[config.mk]
export PLATFORM = sky130hd
export DESIGN_NAME = uart_tx_flat
export DESIGN_NICKNAME = d
export VERILOG_FILES = /design/src/rtl/uart_tx_if.sv /design/src/rtl/uart_tx.sv /design/src/flat_wrapper.sv
export SDC_FILE = /design/constraint.sdc
export NUM_CORES = 1
export LEC_CHECK = 0
export BUFFER_PORTS_ARGS = -buffer_cell sky130_fd_sc_hd__buf_4
export CAP_MARGIN = 20
export CORE_ASPECT_RATIO = 0.5
export CORE_MARGIN = 2
export CORE_UTILIZATION = 57
export CTS_CLUSTER_SIZE = 30
export DETAILED_ROUTE_END_ITERATION = 16
export PLACE_DENSITY = 0.79
export SLEW_MARGIN = 25
export SYNTH_ARGS = -nofsm -noshare
export SYNTH_HDL_FRONTEND = slang
export SYNTH_SLANG_ARGS = --single-unit
[constraint.sdc]
create_clock -name iClk -period 2.8 [get_ports iClk]
set_clock_uncertainty 0.05 [all_clocks]
set_input_delay 0.56 -clock iClk [delete_from_list [all_inputs] [get_ports iClk]]
set_output_delay 0.56 -clock iClk [all_outputs]
set_load 0.1 [all_outputs]
[src/rtl/uart_tx_if.sv]
// uart_tx_if -- handshake and line signals of the UART transmitter.
//   iData_tx : byte offered for transmission (low BIT_LENGTH bits are sent)
//   iValid   : producer offers iData_tx
//   oReady   : holding register is empty and can take a byte
//   iCTS     : clear-to-send, gates the start of a new frame
//   oTx      : serial line, idles high
//   oBusy    : a frame is on the line
//   oDone    : one-cycle pulse after the final stop bit
// master = producer side (testbench / host), slave = the transmitter.
interface uart_tx_if;
  logic [7:0] iData_tx;
  logic       iValid;
  logic       oReady;
  logic       iCTS;
  logic       oTx;
  logic       oBusy;
  logic       oDone;

  modport master (
    output iData_tx, iValid, iCTS,
    input  oReady, oTx, oBusy, oDone
  );

  modport slave (
    input  iData_tx, iValid, iCTS,
    output oReady, oTx, oBusy, oDone
  );
endinterface

[src/rtl/uart_tx.sv]
// uart_tx -- UART transmitter with a 1-deep holding register and CTS gating.
//   iClk : rising-edge clock
//   iRst : synchronous active-high reset
//   bus  : uart_tx_if.slave (iData_tx, iValid, oReady, iCTS, oTx, oBusy, oDone)
// Frame: start(0), BIT_LENGTH data bits LSB first, optional parity,
// STOP_BITS stop bits(1). Every bit lasts DIV = CLK_FREQ/BAUD_RATE cycles.
//
// state  | meaning
// IDLE   | line high, waiting for a full holding register and iCTS=1
// START  | start bit (0) on the line
// DATA   | data bits, LSB first, bit_idx counts the bit being sent
// PARITY | parity bit (only when PARITY_TYPE != 0)
// STOP   | stop bit(s), bit_idx counts the stop bit being sent
module uart_tx #(
  parameter int CLK_FREQ    = 50000000,
  parameter int BAUD_RATE   = 9600,
  parameter int BIT_LENGTH  = 8,
  parameter int PARITY_TYPE = 0,
  parameter int STOP_BITS   = 1
) (
  input  logic     iClk,
  input  logic     iRst,
  uart_tx_if.slave bus
);

  localparam int              DIV       = CLK_FREQ / BAUD_RATE;
  localparam int              CNT_W     = $clog2(DIV);
  localparam logic [CNT_W-1:0] CNT_LOAD = CNT_W'(DIV - 1);
  localparam logic [2:0]      LAST_DATA = 3'(BIT_LENGTH - 1);
  localparam logic [2:0]      LAST_STOP = 3'(STOP_BITS - 1);
  localparam logic [7:0]      DATA_MASK = 8'((1 << BIT_LENGTH) - 1);

  typedef enum logic [2:0] {
    IDLE   = 3'd0,
    START  = 3'd1,
    DATA   = 3'd2,
    PARITY = 3'd3,
    STOP   = 3'd4
  } state_e;

  state_e           state_q, state_d;
  logic [7:0]       hold_q, hold_d;
  logic             hold_full_q, hold_full_d;
  logic [7:0]       shift_q, shift_d;
  logic             parity_q, parity_d;
  logic [CNT_W-1:0] baud_q, baud_d;
  logic [2:0]       bit_idx_q, bit_idx_d;
  logic             done_q, done_d;

  logic accept;
  logic start_ok;
  logic launch;
  logic baud_tc;
  logic par_even;
  logic tx_s;
  logic busy_s;

  assign accept   = bus.iValid & ~hold_full_q;
  // iCTS only matters at the moment a frame could begin.
  assign start_ok = hold_full_q & bus.iCTS;
  assign baud_tc  = (baud_q == '0);
  assign par_even = ^(hold_q & DATA_MASK);

  // State register.
  always_ff @(posedge iClk) begin
    if (iRst) begin
      state_q     <= IDLE;
      hold_q      <= '0;
      hold_full_q <= 1'b0;
      shift_q     <= '0;
      parity_q    <= 1'b0;
      baud_q      <= '0;
      bit_idx_q   <= '0;
      done_q      <= 1'b0;
    end else begin
      state_q     <= state_d;
      hold_q      <= hold_d;
      hold_full_q <= hold_full_d;
      shift_q     <= shift_d;
      parity_q    <= parity_d;
      baud_q      <= baud_d;
      bit_idx_q   <= bit_idx_d;
      done_q      <= done_d;
    end
  end

  // Next-state and datapath.
  always_comb begin
    state_d     = state_q;
    hold_d      = hold_q;
    hold_full_d = hold_full_q;
    shift_d     = shift_q;
    parity_d    = parity_q;
    baud_d      = baud_q;
    bit_idx_d   = bit_idx_q;
    done_d      = 1'b0;
    launch      = 1'b0;

    // Accept and launch never coincide: accept needs an empty register,
    // launch needs a full one.
    if (accept) begin
      hold_d      = bus.iData_tx;
      hold_full_d = 1'b1;
    end

    case (state_q)
      IDLE: begin
        if (start_ok) launch = 1'b1;
      end
      START: begin
        if (baud_tc) begin
          state_d   = DATA;
          baud_d    = CNT_LOAD;
          bit_idx_d = '0;
        end else begin
          baud_d = baud_q - CNT_W'(1);
        end
      end
      DATA: begin
        if (baud_tc) begin
          baud_d = CNT_LOAD;
          if (bit_idx_q == LAST_DATA) begin
            state_d   = (PARITY_TYPE != 0) ? PARITY : STOP;
            bit_idx_d = '0;
          end else begin
            bit_idx_d = bit_idx_q + 3'd1;
            shift_d   = shift_q >> 1;
          end
        end else begin
          baud_d = baud_q - CNT_W'(1);
        end
      end
      PARITY: begin
        if (baud_tc) begin
          state_d   = STOP;
          baud_d    = CNT_LOAD;
          bit_idx_d = '0;
        end else begin
          baud_d = baud_q - CNT_W'(1);
        end
      end
      STOP: begin
        if (baud_tc) begin
          if (bit_idx_q == LAST_STOP) begin
            done_d    = 1'b1;
            bit_idx_d = '0;
            // Chain straight into the next frame when a byte is waiting.
            if (start_ok) begin
              launch = 1'b1;
            end else begin
              state_d = IDLE;
              baud_d  = '0;
            end
          end else begin
            bit_idx_d = bit_idx_q + 3'd1;
            baud_d    = CNT_LOAD;
          end
        end else begin
          baud_d = baud_q - CNT_W'(1);
        end
      end
      default: begin
        state_d   = IDLE;
        baud_d    = '0;
        bit_idx_d = '0;
      end
    endcase

    // Move the pending byte into the shifter and free the holding register.
    if (launch) begin
      state_d     = START;
      shift_d     = hold_q;
      parity_d    = (PARITY_TYPE == 1) ? ~par_even : par_even;
      hold_full_d = 1'b0;
      baud_d      = CNT_LOAD;
      bit_idx_d   = '0;
    end
  end

  // Outputs.
  always_comb begin
    tx_s   = 1'b1;
    busy_s = 1'b1;
    case (state_q)
      IDLE:    busy_s = 1'b0;
      START:   tx_s   = 1'b0;
      DATA:    tx_s   = shift_q[0];
      PARITY:  tx_s   = parity_q;
      STOP:    tx_s   = 1'b1;
      default: busy_s = 1'b0;
    endcase
  end

  assign bus.oTx    = tx_s;
  assign bus.oBusy  = busy_s;
  assign bus.oReady = ~hold_full_q;
  assign bus.oDone  = done_q;

endmodule

[src/flat_wrapper.sv]
// flat-port wrapper written by rule: the top's interface ports become plain ports
module uart_tx_flat 
#(
  parameter int CLK_FREQ    = 50000000,
  parameter int BAUD_RATE   = 9600,
  parameter int BIT_LENGTH  = 8,
  parameter int PARITY_TYPE = 0,
  parameter int STOP_BITS   = 1
)
  (iClk, iRst, bus_iData_tx, bus_iValid, bus_iCTS, bus_oReady, bus_oTx, bus_oBusy, bus_oDone);
  uart_tx_if bus_i ();
  input  logic iClk;
  input  logic iRst;
  input wire logic [$bits(bus_i.iData_tx)-1:0] bus_iData_tx;
  input wire logic [$bits(bus_i.iValid)-1:0] bus_iValid;
  input wire logic [$bits(bus_i.iCTS)-1:0] bus_iCTS;
  output wire logic [$bits(bus_i.oReady)-1:0] bus_oReady;
  output wire logic [$bits(bus_i.oTx)-1:0] bus_oTx;
  output wire logic [$bits(bus_i.oBusy)-1:0] bus_oBusy;
  output wire logic [$bits(bus_i.oDone)-1:0] bus_oDone;
  assign bus_i.iData_tx = bus_iData_tx;
  assign bus_i.iValid = bus_iValid;
  assign bus_i.iCTS = bus_iCTS;
  assign bus_oReady = bus_i.oReady;
  assign bus_oTx = bus_i.oTx;
  assign bus_oBusy = bus_i.oBusy;
  assign bus_oDone = bus_i.oDone;
  uart_tx #(.CLK_FREQ(CLK_FREQ), .BAUD_RATE(BAUD_RATE), .BIT_LENGTH(BIT_LENGTH), .PARITY_TYPE(PARITY_TYPE), .STOP_BITS(STOP_BITS)) u_core (.iClk(iClk), .iRst(iRst), .bus(bus_i));
endmodule
==> results.txt <==
Fmax achieved - 410 MHz
Crit-path slowest cell - or4b_2
vias per inst - 6.12
PwrDens - 1220 mW/mm^2
unrepaired setup endpoints after global routing - no
Tmin final - 2.44 ns
Mean Syn Cell Area - 8.64 sq um
Mapped Cells - 237
type of the most critical hold path - flop to flop
share of cells above drive strength 1 - 17.2%
Yosys reg bits - 38
Crit. End Element - flop
CTS Root Cell - clkbuf_8
Worst-Skew Late Latency - 0.30 ns
max-cap violations - 0
CTS tree - yes
chip height - 46.4 um
Leak - 0.912 nW
type of origin of the critical path - flop
Hold Fails Final Rpt - 0
Critical Path RT - 2.93 ns
pin count of the biggest net entering global routing - 26
max-slew violation count - 0
Remaining Overflow, GRT - 0
I/O pin cnt - 16
Switching Share - 47.0%
setup bufs post-CTS - 0
total CTS buffers - 5
setup TNS - 0 ns
Synth area leaders - dfxtp_1, nor2_1, a21oi_1
final worst slack - 0.359 ns
CP Cell Sequence - ha_1 -> ha_1 -> or4b_2 -> o31ai_1 -> a31oi_1 -> a222oi_1 -> nor2_1
Psw - 1.36 mW
ant diodes - 0
final setup fails - 0
initial antenna violation count - 0
Synth area leader - dfxtp_1
DR pass1 iterations - 5
area grow syn2layout - 15.5%
Clock power frac - 19.6%
actual slew at the worst max-slew pin - 0.644 ns
core area - 0.00343 sq mm
sequential share of the synthesized area - 37.2%
Synth cell types - 50
sequential power share - 26.7%
final wirelength - 4720 um
Initial Utilization - 59.6%
syn_nets - 254
first-pass GRT wire length - 7820 um
crit path max fanout - 6
number of global-route vias before repair - 1719
Hold Buf Count CTS - 0
clk sink count - 38
dpl hpwl - 3310 um
number of cell rows - 15
CTS resizes - 0
# DRC - 0
worst slack, placed - 0.404 ns
Antenna Violating Nets Remaining - 0
Internal - 1.53 mW
CP Buf/Inv Count - 0
slew margin rel. - 57.0%
dominant synthesized flop cell - dfxtp_1
most frequent cells in the layout - dfxtp_1, nor2_1, buf_4
Clock Pin Slew Worst Setup and Hold Paths - 0.08 ns
most frequent CP cell - ha_1
hold_ws - 0.446 ns
full die area - 0.00412 sq mm
GR Util All Layers - 25.3%
via count - 1878
number of buffers added on ports - 15
H-tree depth - 2
Logic pwr share - 53.7%
period utilization - 87.2%
Post-Syn Area - 0.00205 sq mm
Syn. warnings - 0
Async SR Flop Fraction - 0%
Layout Nets - 272
worst vdd ir - 0.502 mV
Worst Path Arrival - 2.57 ns
Die Span X - 88.8 um
outcome - finished, final reports clean
routability cong. - 0.887
critical path type - flop to flop
share of the synthesized area in the top cell type - 37.2%
leading cell type in the layout, fill and taps excluded - dfxtp_1
Post-synth EDFFs - 0
Final Util - 68.9%
kind of cell adding the most delay to the critical path - simple AND/OR/NAND/NOR gates
clk buf depth - 2
initial drt markers - 301
Crit path largest cell delay - 0.70 ns
Routed WL per cell - 15.4 um
cell families (layout without fill, tap and decap cells):
family / after synthesis / in the layout / synth area share [%]
compound gates: 64 / 64 / 22.6
mux: 7 / 7 / 3.42
simple gates: 89 / 89 / 23.4
flops: 38 / 38 / 37.2
buf+inv: 20 / 39 / 4.40
xor+xnor: 14 / 14 / 5.99
fa+ha+maj: 5 / 5 / 3.06
worst paths after layout:
check	startpoint	end	slack [ns]	depth (start not counted)
max reg2reg	u_core.bit_idx_q[0]	u_core.shift_q[6]	0.36	7
min reg2reg	u_core.hold_q[7]	u_core.shift_q[7]	0.45	2
min	u_core.hold_q[7]	u_core.shift_q[7]	0.45	2
max	u_core.bit_idx_q[0]	u_core.shift_q[6]	0.36	7
Yosys cell counts, drive strengths merged, types with 6 or more instances:
cell,n
o21ai,14
dfxtp,38
nor3,12
or3,6
nand2,13
xnor2,9
mux2i,7
a222oi,6
clkbuf,7
a21oi,17
nor2,32
inv,9
o31ai,7
through the flow:
step           instance area, sq um  power [mW]  std cells
6_report                       2360        2.89        307
2_1_floorplan                  2050        1.91        237
4_1_cts                        2360        2.85        307
3_3_place_gp                   2230        2.24        299
5_1_grt                        2360        3.06        307
3_5_place_dp                   2230        2.27        299
state kept, by name, summed over array words and instances (netlist names):
signal	count
u_core.baud_q	13
u_core.bit_idx_q	3
u_core.bus.oDone	1
u_core.hold_full_q	1
u_core.shift_q	8
u_core.hold_q	8
u_core.parity_q	1
u_core.state_q	3
metal layers:
layer | GRT usage [%] | vias to the layer above | share of wire (%)
met5 | 0 | - | 0
met2 | 40.9 | 81 | 46
li1 | - | 905 | -
met3 | 7.17 | 15 | 6.7
met1 | 33.4 | 877 | 46
met4 | 7.58 | 0 | 1.7
power groups by stage:
stage                     registers [mW]  clock network, mW  logic, mW
after global routing               0.790              0.591       1.67
after detailed placement           0.780                  0       1.49
after CTS                          0.767              0.571       1.51
final                              0.772              0.566       1.55
after floorplan                    0.738                  0       1.18
after global placement             0.772                  0       1.47
area by class of cell:
| type | instances | area [sq um] |
|---|---|---|
| Clock buffer | 5 | 68.8 |
| Sequential cell | 38 | 761 |
| Tap cell | 51 | 63.8 |
| Fill cell | 283 | 1070 |
| Clock inverter | 3 | 68.8 |
| Multi-Input combinational cell | 179 | 1200 |
| Inverter | 9 | 33.8 |
| Timing Repair Buffer | 22 | 165 |
tightest hold or removal path, delay by kind of cell (launching register included):
kind               cells  cell delay, ns
and+or+nand+nor        1            0.06
AOI/OAI and AO/OA      1            0.05
DFF                    1            0.34
Power figures use the tool's default switching activity.
